<file path="src/rtl/doppio_pkg.sv">
// Shared types and helpers for the Doppio return path (lane_dispatcher).
//   N_LANES / DATA_W : default lane count and word width
//   lane_idx_t       : lane number
//   disp_state_t     : lane-selection mode (SEQ rotation / RND lfsr pick)
//   lfsr_next()      : 4-bit LFSR step, period 15
//   lane_to_leds()   : thermometer code {LED_2, LED_1, LED_0} for a lane
package doppio_pkg;

    localparam int N_LANES = 4;
    localparam int DATA_W  = 64;

    typedef logic [1:0] lane_idx_t;

    typedef enum logic {
        SEQ = 1'b0,
        RND = 1'b1
    } disp_state_t;

    function automatic logic [3:0] lfsr_next(input logic [3:0] s);
        return {s[2:0], s[3] ^ s[2]};
    endfunction

    function automatic logic [2:0] lane_to_leds(input lane_idx_t lane);
        logic [2:0] leds;
        case (lane)
            2'd0:    leds = 3'b000;
            2'd1:    leds = 3'b001;
            2'd2:    leds = 3'b011;
            default: leds = 3'b111;
        endcase
        return leds;
    endfunction

endpackage

</file>
<file path="src/rtl/lane_fifo.sv">
// Per-lane buffer for lane_dispatcher.
//   clk, rst_n : clock, async active-low reset (flushes contents, clears storage)
//   push/data  : write request; ignored while full
//   pop        : read request; ignored while empty
//   head       : registered word at the read pointer (stale when empty)
//   full/empty : occupancy flags, from registered pointers only
module lane_fifo #(
    parameter int DATA_W     = 64,
    parameter int FIFO_DEPTH = 2
) (
    input  logic              clk,
    input  logic              rst_n,
    input  logic              push,
    input  logic [0:DATA_W-1] push_data,
    input  logic              pop,
    output logic [0:DATA_W-1] head,
    output logic              full,
    output logic              empty
);
    import doppio_pkg::*;

    localparam int AW = $clog2(FIFO_DEPTH);

    logic [0:DATA_W-1] mem [FIFO_DEPTH];
    logic [AW:0]       wr_ptr;
    logic [AW:0]       rd_ptr;
    logic              do_push;
    logic              do_pop;

    // Extra pointer bit distinguishes full from empty when the indices match.
    assign empty   = (wr_ptr == rd_ptr);
    assign full    = (wr_ptr[AW] != rd_ptr[AW]) && (wr_ptr[AW-1:0] == rd_ptr[AW-1:0]);
    assign do_push = push && !full;
    assign do_pop  = pop && !empty;
    assign head    = mem[rd_ptr[AW-1:0]];

    always_ff @(posedge clk or negedge rst_n) begin
        if (!rst_n) begin
            wr_ptr <= '0;
            rd_ptr <= '0;
            for (int i = 0; i < FIFO_DEPTH; i++) mem[i] <= '0;
        end else begin
            if (do_push) begin
                mem[wr_ptr[AW-1:0]] <= push_data;
                wr_ptr              <= wr_ptr + 1'b1;
            end
            if (do_pop) rd_ptr <= rd_ptr + 1'b1;
        end
    end

endmodule

</file>
<file path="src/rtl/lane_dispatcher.sv">
// Return-path demultiplexer: one valid/ready input stream fanned out to four
// lane FIFOs. The target lane rotates 0,1,2,3 every DWELL cycles, or takes an
// LFSR-random pick at each dwell expiry while D_OFF is high.
//   D_CLK, D_RST_N       : clock, async active-low reset (flushes all lanes)
//   D_OFF                : 1 = random lane choice, 0 = rotation (sampled at expiry)
//   IN_DATA/VALID/READY  : input stream; READY = current lane not full
//   OUT_DATA/VALID/READY : per-lane FIFO head and handshake
//   CUR_LANE             : selected lane
//   LED_0..LED_2         : thermometer display of CUR_LANE
module lane_dispatcher #(
    parameter int         N_LANES    = 4,
    parameter int         DATA_W     = 64,
    parameter int         DWELL      = 10000000,
    parameter int         FIFO_DEPTH = 2,
    parameter logic [3:0] LFSR_SEED  = 4'b1101
) (
    input  logic                             D_CLK,
    input  logic                             D_RST_N,
    input  logic                             D_OFF,
    input  logic [0:DATA_W-1]                IN_DATA,
    input  logic                             IN_VALID,
    output logic                             IN_READY,
    output logic [N_LANES-1:0][0:DATA_W-1]   OUT_DATA,
    output logic [N_LANES-1:0]               OUT_VALID,
    input  logic [N_LANES-1:0]               OUT_READY,
    output logic [1:0]                       CUR_LANE,
    output logic                             LED_0,
    output logic                             LED_1,
    output logic                             LED_2
);
    import doppio_pkg::*;

    localparam int CW = $clog2(DWELL + 1);

    disp_state_t        state, state_nxt;
    lane_idx_t          cur_lane, lane_nxt;
    logic [3:0]         lfsr;
    logic [CW-1:0]      dwell_cnt;
    logic               expiry;
    logic               accept;
    logic [N_LANES-1:0] full;
    logic [N_LANES-1:0] empty;

    assign expiry = (dwell_cnt == CW'(DWELL - 1));

    // Ready is forced low during reset so nothing upstream sees a false accept
    // while the FIFOs are being flushed.
    assign IN_READY = D_RST_N && !full[cur_lane];
    assign accept   = IN_VALID && IN_READY;

    always_ff @(posedge D_CLK or negedge D_RST_N) begin
        if (!D_RST_N) begin
            dwell_cnt <= '0;
            lfsr      <= LFSR_SEED;
        end else begin
            dwell_cnt <= expiry ? '0 : dwell_cnt + CW'(1);
            lfsr      <= lfsr_next(lfsr);
        end
    end

    always_ff @(posedge D_CLK or negedge D_RST_N) begin
        if (!D_RST_N) begin
            state    <= SEQ;
            cur_lane <= '0;
        end else begin
            state    <= state_nxt;
            cur_lane <= lane_nxt;
        end
    end

    // Mode and lane only move at expiry; D_OFF is a don't-care in between.
    always_comb begin
        state_nxt = state;
        lane_nxt  = cur_lane;
        if (expiry) begin
            if (D_OFF) begin
                state_nxt = RND;
                lane_nxt  = lfsr[2:1];
            end else begin
                state_nxt = SEQ;
                lane_nxt  = (state == SEQ) ? cur_lane + 2'd1 : 2'd0;
            end
        end
    end

    for (genvar i = 0; i < N_LANES; i++) begin : g_lane
        lane_fifo #(
            .DATA_W     (DATA_W),
            .FIFO_DEPTH (FIFO_DEPTH)
        ) u_fifo (
            .clk       (D_CLK),
            .rst_n     (D_RST_N),
            .push      (accept && (cur_lane == lane_idx_t'(i))),
            .push_data (IN_DATA),
            .pop       (OUT_READY[i]),
            .head      (OUT_DATA[i]),
            .full      (full[i]),
            .empty     (empty[i])
        );
        assign OUT_VALID[i] = !empty[i];
    end

    assign CUR_LANE              = cur_lane;
    assign {LED_2, LED_1, LED_0} = lane_to_leds(cur_lane);

endmodule

</file>
<file path="config.mk">
export PLATFORM = sky130hd
export DESIGN_NAME = lane_dispatcher
export DESIGN_NICKNAME = d
export VERILOG_FILES = /design/src/rtl/doppio_pkg.sv /design/src/rtl/lane_fifo.sv /design/src/rtl/lane_dispatcher.sv
export SDC_FILE = /design/constraint.sdc
export NUM_CORES = 1
export LEC_CHECK = 0
export ABC_AREA = 0
export CAP_MARGIN = 20
export CORE_MARGIN = 10
export CORE_UTILIZATION = 50
export CTS_CLUSTER_SIZE = 20
export DETAILED_ROUTE_END_ITERATION = 8
export GPL_ROUTABILITY_DRIVEN = 1
export PLACE_DENSITY = 0.7
export RECOVER_POWER = 50
export SLEW_MARGIN = 10
export SYNTH_ARGS = -nofsm -noshare
export SYNTH_HDL_FRONTEND = slang
export SYNTH_HIERARCHICAL = 1
export SYNTH_SLANG_ARGS = --single-unit
</file>
<file path="constraint.sdc">
create_clock -name D_CLK -period 5.49 [get_ports D_CLK]
set_input_delay 1.3725 -clock D_CLK [delete_from_list [all_inputs] [get_ports D_CLK]]
set_output_delay 1.3725 -clock D_CLK [all_outputs]
set_load 0.005 [all_outputs]
</file>
Yosys cells after proc, flatten, opt, wreduce, memory -nomap -nowiden

Index checks and enable logic that the tools add are counted.

Flip-flop bits (word level): 559
Input bits: 72
Word-level logic and storage cells: 131

Add/sub/neg operators: 10
Order comparisons: 13
Equal/unequal tests: 16
Mux-type cells: 31
Bitwise gates (word level): 9
Reduce and logical (&&, ||, !) cells: 32

Operators with widths:

| cell                    | number |
|---|---|
| $mux W64                | 16 |
| $bwmux W128             | 4 |
| $demux W64 S1           | 4 |
| $add A24 B1 Y24 const B | 1 |
| $eq A24 B24 Y1 const B  | 1 |
| $mux W24                | 1 |
| $logic_and A1 B1 Y1     | 22 |
| $add A2 B1 Y2 const B   | 9 |
| $ge A2 B2 Y1 const B    | 8 |
| $not A1 Y2              | 8 |
| $logic_not A1 Y1        | 9 |
| $pmux W3 S3             | 1 |
| $eq A2 B2 Y1            | 4 |
| $lt A2 B1 Y1 const B    | 4 |
| $eq A1 B1 Y1            | 4 |
| $eq A2 B2 Y1 const B    | 2 |
| $mux W2                 | 2 |
| $ne A1 B1 Y1            | 4 |
| $lt A2 B3 Y1 const B    | 1 |
| $bmux W1 S2             | 1 |
| $eq A2 B1 Y1 const B    | 1 |
| $logic_not A2 Y1        | 1 |
| $mux W1                 | 2 |
| $xor A1 B1 Y1           | 1 |

Longest topological paths before layout

Depth after elaboration: 9
Gate-level depth with buffers: 11
Depth with buffers taken out: 8

Cells and area by module

Netlist, hierarchy kept.

Modules (own cells, without submodules):

| module          | instances | cells an instance | area each (um^2) | seq. area each (um^2) |
|---|---|---|---|---|
| lane_fifo       | 4         | 368               | 5824.3           | 3303.2 |
| lane_dispatcher | 1         | 147               | 1572.8           | 779.5 |

Worst setup path after synthesis

Ideal clock, no wire load.

Path kind: register -> output
Start: register g_lane[3].u_fifo.rd_ptr[0]
End: output IN_READY
Arrival: 1.781 ns
Setup slack: 2.336 ns
Stages on the path, launching flop included: 7
Cell sequence: dfrtp_1 > buf_2 > buf_1 > xor2_1 > nor2_1 > mux4_2 > nor2b_1

Word-level cells in the longest chain between the ends: 6

RTL lines:

| item                          | line                  | source |
|---|---|---|
| start, declared               | lane_fifo.sv:26       | `logic [AW:0] rd_ptr;` |
| start signal, assigned        | lane_fifo.sv:47       | `if (do_pop) rd_ptr <= rd_ptr + 1'b1;` |
| $eq A1 B1 Y1                  | lane_fifo.sv:32       | `assign full = (wr_ptr[AW] != rd_ptr[AW]) && (wr_ptr[AW-1:0] == rd_ptr[AW-1:0]);` |
| $logic_and A1 B1 Y1           | lane_fifo.sv:32       |  |
| net full[3]                   | lane_dispatcher.sv:41 | `logic [N_LANES-1:0] full;` |
| $bmux W1 S2                   | lane_dispatcher.sv:48 | `assign IN_READY = D_RST_N && !full[cur_lane];` |
| $mux W1 (not written as such) | lane_dispatcher.sv:48 |  |
| $logic_not A1 Y1              | lane_dispatcher.sv:48 |  |
| $logic_and A1 B1 Y1           | lane_dispatcher.sv:48 |  |
| end, declared                 | lane_dispatcher.sv:22 | `output logic IN_READY,` |

The timed path passes the listed nets, and every way through them passes these cells. The select of a mux whose other input is x is not followed.

Worst setup path after layout

Start: register g_lane[1].u_fifo.rd_ptr[0]
End: register g_lane[3].u_fifo/mem[70] in the netlist's numbering

Word-level cells in the longest chain between the ends: 9

RTL lines:

| item                          | line                  | source |
|---|---|---|
| start, declared               | lane_fifo.sv:26       |  |
| start signal, assigned        | lane_fifo.sv:47       |  |
| $eq A1 B1 Y1                  | lane_fifo.sv:32       |  |
| $logic_and A1 B1 Y1           | lane_fifo.sv:32       |  |
| net full[1]                   | lane_dispatcher.sv:41 |  |
| $bmux W1 S2                   | lane_dispatcher.sv:48 |  |
| $mux W1 (not written as such) | lane_dispatcher.sv:48 |  |
| $logic_not A1 Y1              | lane_dispatcher.sv:48 |  |
| $logic_and A1 B1 Y1           | lane_dispatcher.sv:48 |  |
| $logic_and A1 B1 Y1           | lane_dispatcher.sv:49 | `assign accept = IN_VALID && IN_READY;` |
| $logic_and A1 B1 Y1           | lane_dispatcher.sv:93 | `.push (accept && (cur_lane == lane_idx_t'(i))),` |
| $logic_and A1 B1 Y1           | lane_fifo.sv:33       | `assign do_push = push && !full;` |
| end signal, assigned by index | lane_fifo.sv:44       | `mem[wr_ptr[AW-1:0]] <= push_data;` |
| end, declared                 | lane_fifo.sv:24       | `logic [0:DATA_W-1] mem [FIFO_DEPTH];` |

The timed path passes the listed nets, and every way through them passes these cells. The select of a mux whose other input is x is not followed.
A chain may end at the register's enable or synchronous reset.

==> summary by stage <==
Routing
The number of DRC markers after the initial detailed-route iteration is 620. The total iterations of the first detailed-routing run is 4. The post-route DRC violation count is 0.

In the routed layout, each cell is associated on average with a via count of about 5.5. The overall via count from detail_route is 14600. The residual antenna-violating net count after detailed routing is 0. After detailed routing, the average wire length per cell comes to 23.1 um. The total wire length after detailed routing is 61.7 mm.

Timing
The final setup violation count is 0. Setup slack closes at 965 ps. The worst max-slew margin expressed relative to the limit is -85.9%. The max-slew violation count came to 417.

In the final timing run, aggregate negative setup slack is 0 ps. In the finished design, the share of the clock period the worst path needs comes to 82.4%. The maximum clock frequency is 0.221 GHz. The number of failing hold endpoints at the final stage is 0.

For the final database, setup skew stands at 24.6 ps. The clock period minus worst slack is 4520 ps. At the pin with the least slew margin, the transition time is 2770 ps. Setup repair after global routing left no endpoint under its margin.

Logic synthesis
In the post-synthesis netlist, the biggest area contributors are sky130_fd_sc_hd__dfrtp_1 56%, sky130_fd_sc_hd__mux2_2 33%, sky130_fd_sc_hd__clkbuf_8 1.3%, sky130_fd_sc_hd__buf_6 1.1%, sky130_fd_sc_hd__mux2_4 0.97%. The synthesized area is 24900 um2. In the synthesized netlist the dominant register cell turns out to be sky130_fd_sc_hd__dfrtp_1. The share of synthesized registers carrying an async set or reset is 100%.

The register area share after synthesis is between 50% and 60%. The yosys synthesis warning count is 6. The cell count after synthesis is between 1500 and 2000. Sorting the synthesized cells by how often they occur yields 737 x sky130_fd_sc_hd__mux2_2, 556 x sky130_fd_sc_hd__dfrtp_1, 28 x sky130_fd_sc_hd__buf_1.

The proportion of netlist area held by the largest area contributor is 55.9%. When the netlist entered floorplanning its net count stood at 1698. The synthesized design contains 559 register bits.

Among all cell types in the netlist, the one instantiated most often is sky130_fd_sc_hd__mux2_2. The number of different library cells in the post-synthesis netlist is 43. The count of flip-flops with a built-in enable after synthesis is 0. The largest total area in the synthesized netlist belongs to sky130_fd_sc_hd__dfrtp_1. The mean instance size in the synthesized netlist is about 15 um2.

Global route
The via count of the first global-routing pass was approximately 16000. In the global route stage, overall resource usage came out at about a fifth. The number of antenna violations at the first check in global routing is 4. The global-route wire length before repair is 96.2 mm. The sum of overflow across all layers after global routing is 0. Entering global routing, the biggest net connects 152 pins.

Floorplanning
The horizontal die dimension is 243 um. After floorplanning, the core was sized to cover 49100 um2. The floorplan step defined a die boundary enclosing 59100 um2. The initialized floorplan defines 81 standard-cell rows. The top-level port count is 338. The height of the chip is 243 um. For this configuration, the core starts out at a cell density of 50.7%.

Worst setup path
The launch point of the critical path is g_lane[1].u_fifo/rd_ptr[0]. At the worst endpoint, the required time is about 6000 ps. The category of the critical setup timing path is flop to flop.

STA classifies the critical path endpoint as a flop. The worst register-to-register path ends at g_lane[3].u_fifo/mem[70]. The start of the worst register-to-register path is g_lane[1].u_fifo/rd_ptr[0].

The last element of the critical path is g_lane[3].u_fifo/mem[70]. Of all nets on the critical path, the largest fanout is 41. The largest single stage delay on the critical path is 1270 ps.

The signal on the critical path passes through xor2_1, nor2_1, mux4_2, nor2b_1, and3_1, nor2b_1, o21ai_1, buf_4, mux2_2. The worst setup slack for register-to-register paths is around 970 ps. STA puts the critical path data arrival time at 5010 ps. The critical path's most frequent cell is sky130_fd_sc_hd__nor2b_1. The number of cells traversed by the worst register-to-register path is 9. STA classifies the critical path startpoint as a flop. The cell at the slowest stage of the critical path is sky130_fd_sc_hd__o21ai_1.

Finish
The cell area after layout is 30500 um2. For this run, the number of standard cells in the final layout without fillers is 2665. Fill cells in the final layout number around 3800. The final layout contains 2035 nets. Of the cells placed in the final design, the portion with a size suffix greater than 1 is around 44%. The post-synthesis to final-layout area growth is 22.5%. The final standard cell utilization of the core is around 62%.

Pwr
Summed over all cells, the static leakage comes to 14.4 nW. Power spread over the standard cell area amounts to 374 nW/um2. The maximum vdd ir drop is 0.239 mV.

Outcome
The checks that failed: capacitance limit, slew limit. The flow ran to the end, but the final reports show violations.

Run
The max-capacitance violation count is 9.

Place
The total cell area at the placement stage is 28600 um2. The post-placement setup slack is between 1500 and 2000 ps. The total placed cells including tap cells is between 2000 and 3000. The placed wire-length estimate is 40.3 mm. Routability-driven placement finished with a final weighted congestion of 0.798. The count of port buffers added during placement is 337.

Clock network
The maximum buffer depth of the clock tree is 3. In this run, CTS created clock tree buffers numbering 59. The root buffer cell chosen for the clock tree is sky130_fd_sc_hd__clkbuf_16. After clock tree synthesis, the clock-pin slew on the worst setup and hold paths is approximately 60 ps. The post-cts sizing count is 0. After clock tree synthesis, the flow added hold-fix buffers numbering 0. The number of buffers inserted by post-CTS setup repair is 0. The number of levels in the clock H-tree is 2. The CTS tree is yes. The clock sink total is around 560. The clock latency on the worst-skew pair is between 600 and 700 ps.

Hold path
In this run the worst hold path is classified as flop to flop.
[cells in the final DEF (no fill, tap or decap), drive strengths merged, types with 2 or more instances in the layout]
master         instances
a31oi                  4
and3                   4
buf                   17
dfstp                  3
xor2                  12
clkinv                10
nor2b                  6
nor4b                  2
nand4                 11
mux2i                  6
bufinv                 4
clkdlybuf4s50        332
ha                     7
or4                    3
inv                   13
nand3                 17
xnor2                 20
nor3                   3
o21ai                 13
clkbuf                97
nor4                   6
dfrtp                556
dlygate4sd3            4
a21oi                 17
nand2                 19
mux2                 773
nor2                  24
nand2b                 4
a21boi                 4
[stage by stage]
step           total power [mW]  hold slack [ps]
6_report                   11.4              390
3_5_place_dp               7.49              369
5_1_grt                    11.9              398
2_1_floorplan              6.16              355
3_3_place_gp               7.42              378
4_1_cts                    11.5              388
[cell families (layout without fill, tap and decap cells)]
family | Yosys count | count (layout) | share of synthesized area, %
AOI/OAI and AO/OA | 40 | 40 | 1.25
xor gates and xnor gates | 32 | 32 | 1.13
and+or+nand+nor | 104 | 104 | 2.25
DFF | 559 | 559 | 56.3
adders and majority gates | 7 | 7 | 0.352
other | 0 | 1 | 0
muxes | 780 | 780 | 35.6
buffers and inverters | 97 | 478 | 3.18
[worst min-delay path by stage]
stage	from	to	slack, ps	cells past startpoint
after floorplan	lfsr[1]	lfsr[2]	350	0
after global placement	lfsr[2]	lfsr[3]	380	0
after detailed placement	lfsr[1]	lfsr[2]	370	0
after CTS	lfsr[2]	lfsr[3]	390	0
after global routing	lfsr[0]	lfsr[1]	400	0
final	lfsr[0]	lfsr[1]	390	0
[power breakdown]
| group | switching, mW | internal (mW) | leakage, nW |
|---|---|---|---|
| logic | 0.981 | 1.49 | 5.90 |
| clock network | 1.61 | 2.40 | 0.978 |
| registers | 0.297 | 4.62 | 7.51 |
| total | 2.89 | 8.51 | 14.4 |
[worst max-delay path, delay by kind of cell, from the launching register on]
kind | cells | cell delay [ps]
simple gates | 4 | 610
buf+inv | 1 | 800
compound gates | 1 | 1270
flops | 1 | 700
xor+xnor | 1 | 250
mux | 2 | 690
[flip-flops by register name, summed over array words and instances (netlist names)]
name and cells:
g_lane.u_fifo/wr_ptr 8, g_lane.u_fifo/mem 512, lfsr 4, CUR_LANE 2, dwell_cnt 24, state 1, g_lane.u_fifo/rd_ptr 8
[layout make-up]
cell class	instances	area, um2	area share [%]
Sequential cell	559	14000	46.0
Timing Repair Buffer	362	3590	11.8
Clock inverter	17	209	0.686
Antenna cell	1	2.50	0.00821
Multi-Input combinational cell	963	10000	32.9
Clock buffer	88	1770	5.80
Tap cell	664	831	2.73
Inverter	11	41.3	0.135
[routing by layer]
layer	track usage (%)	share of wire (%)	vias up
met4	5.70	2.1	4
met2	35.0	50	297
met5	0	0.032	-
li1	-	-	6496
met3	4.17	4.5	83
met1	26.6	43	7680
Power figures use the tool's default switching activity.
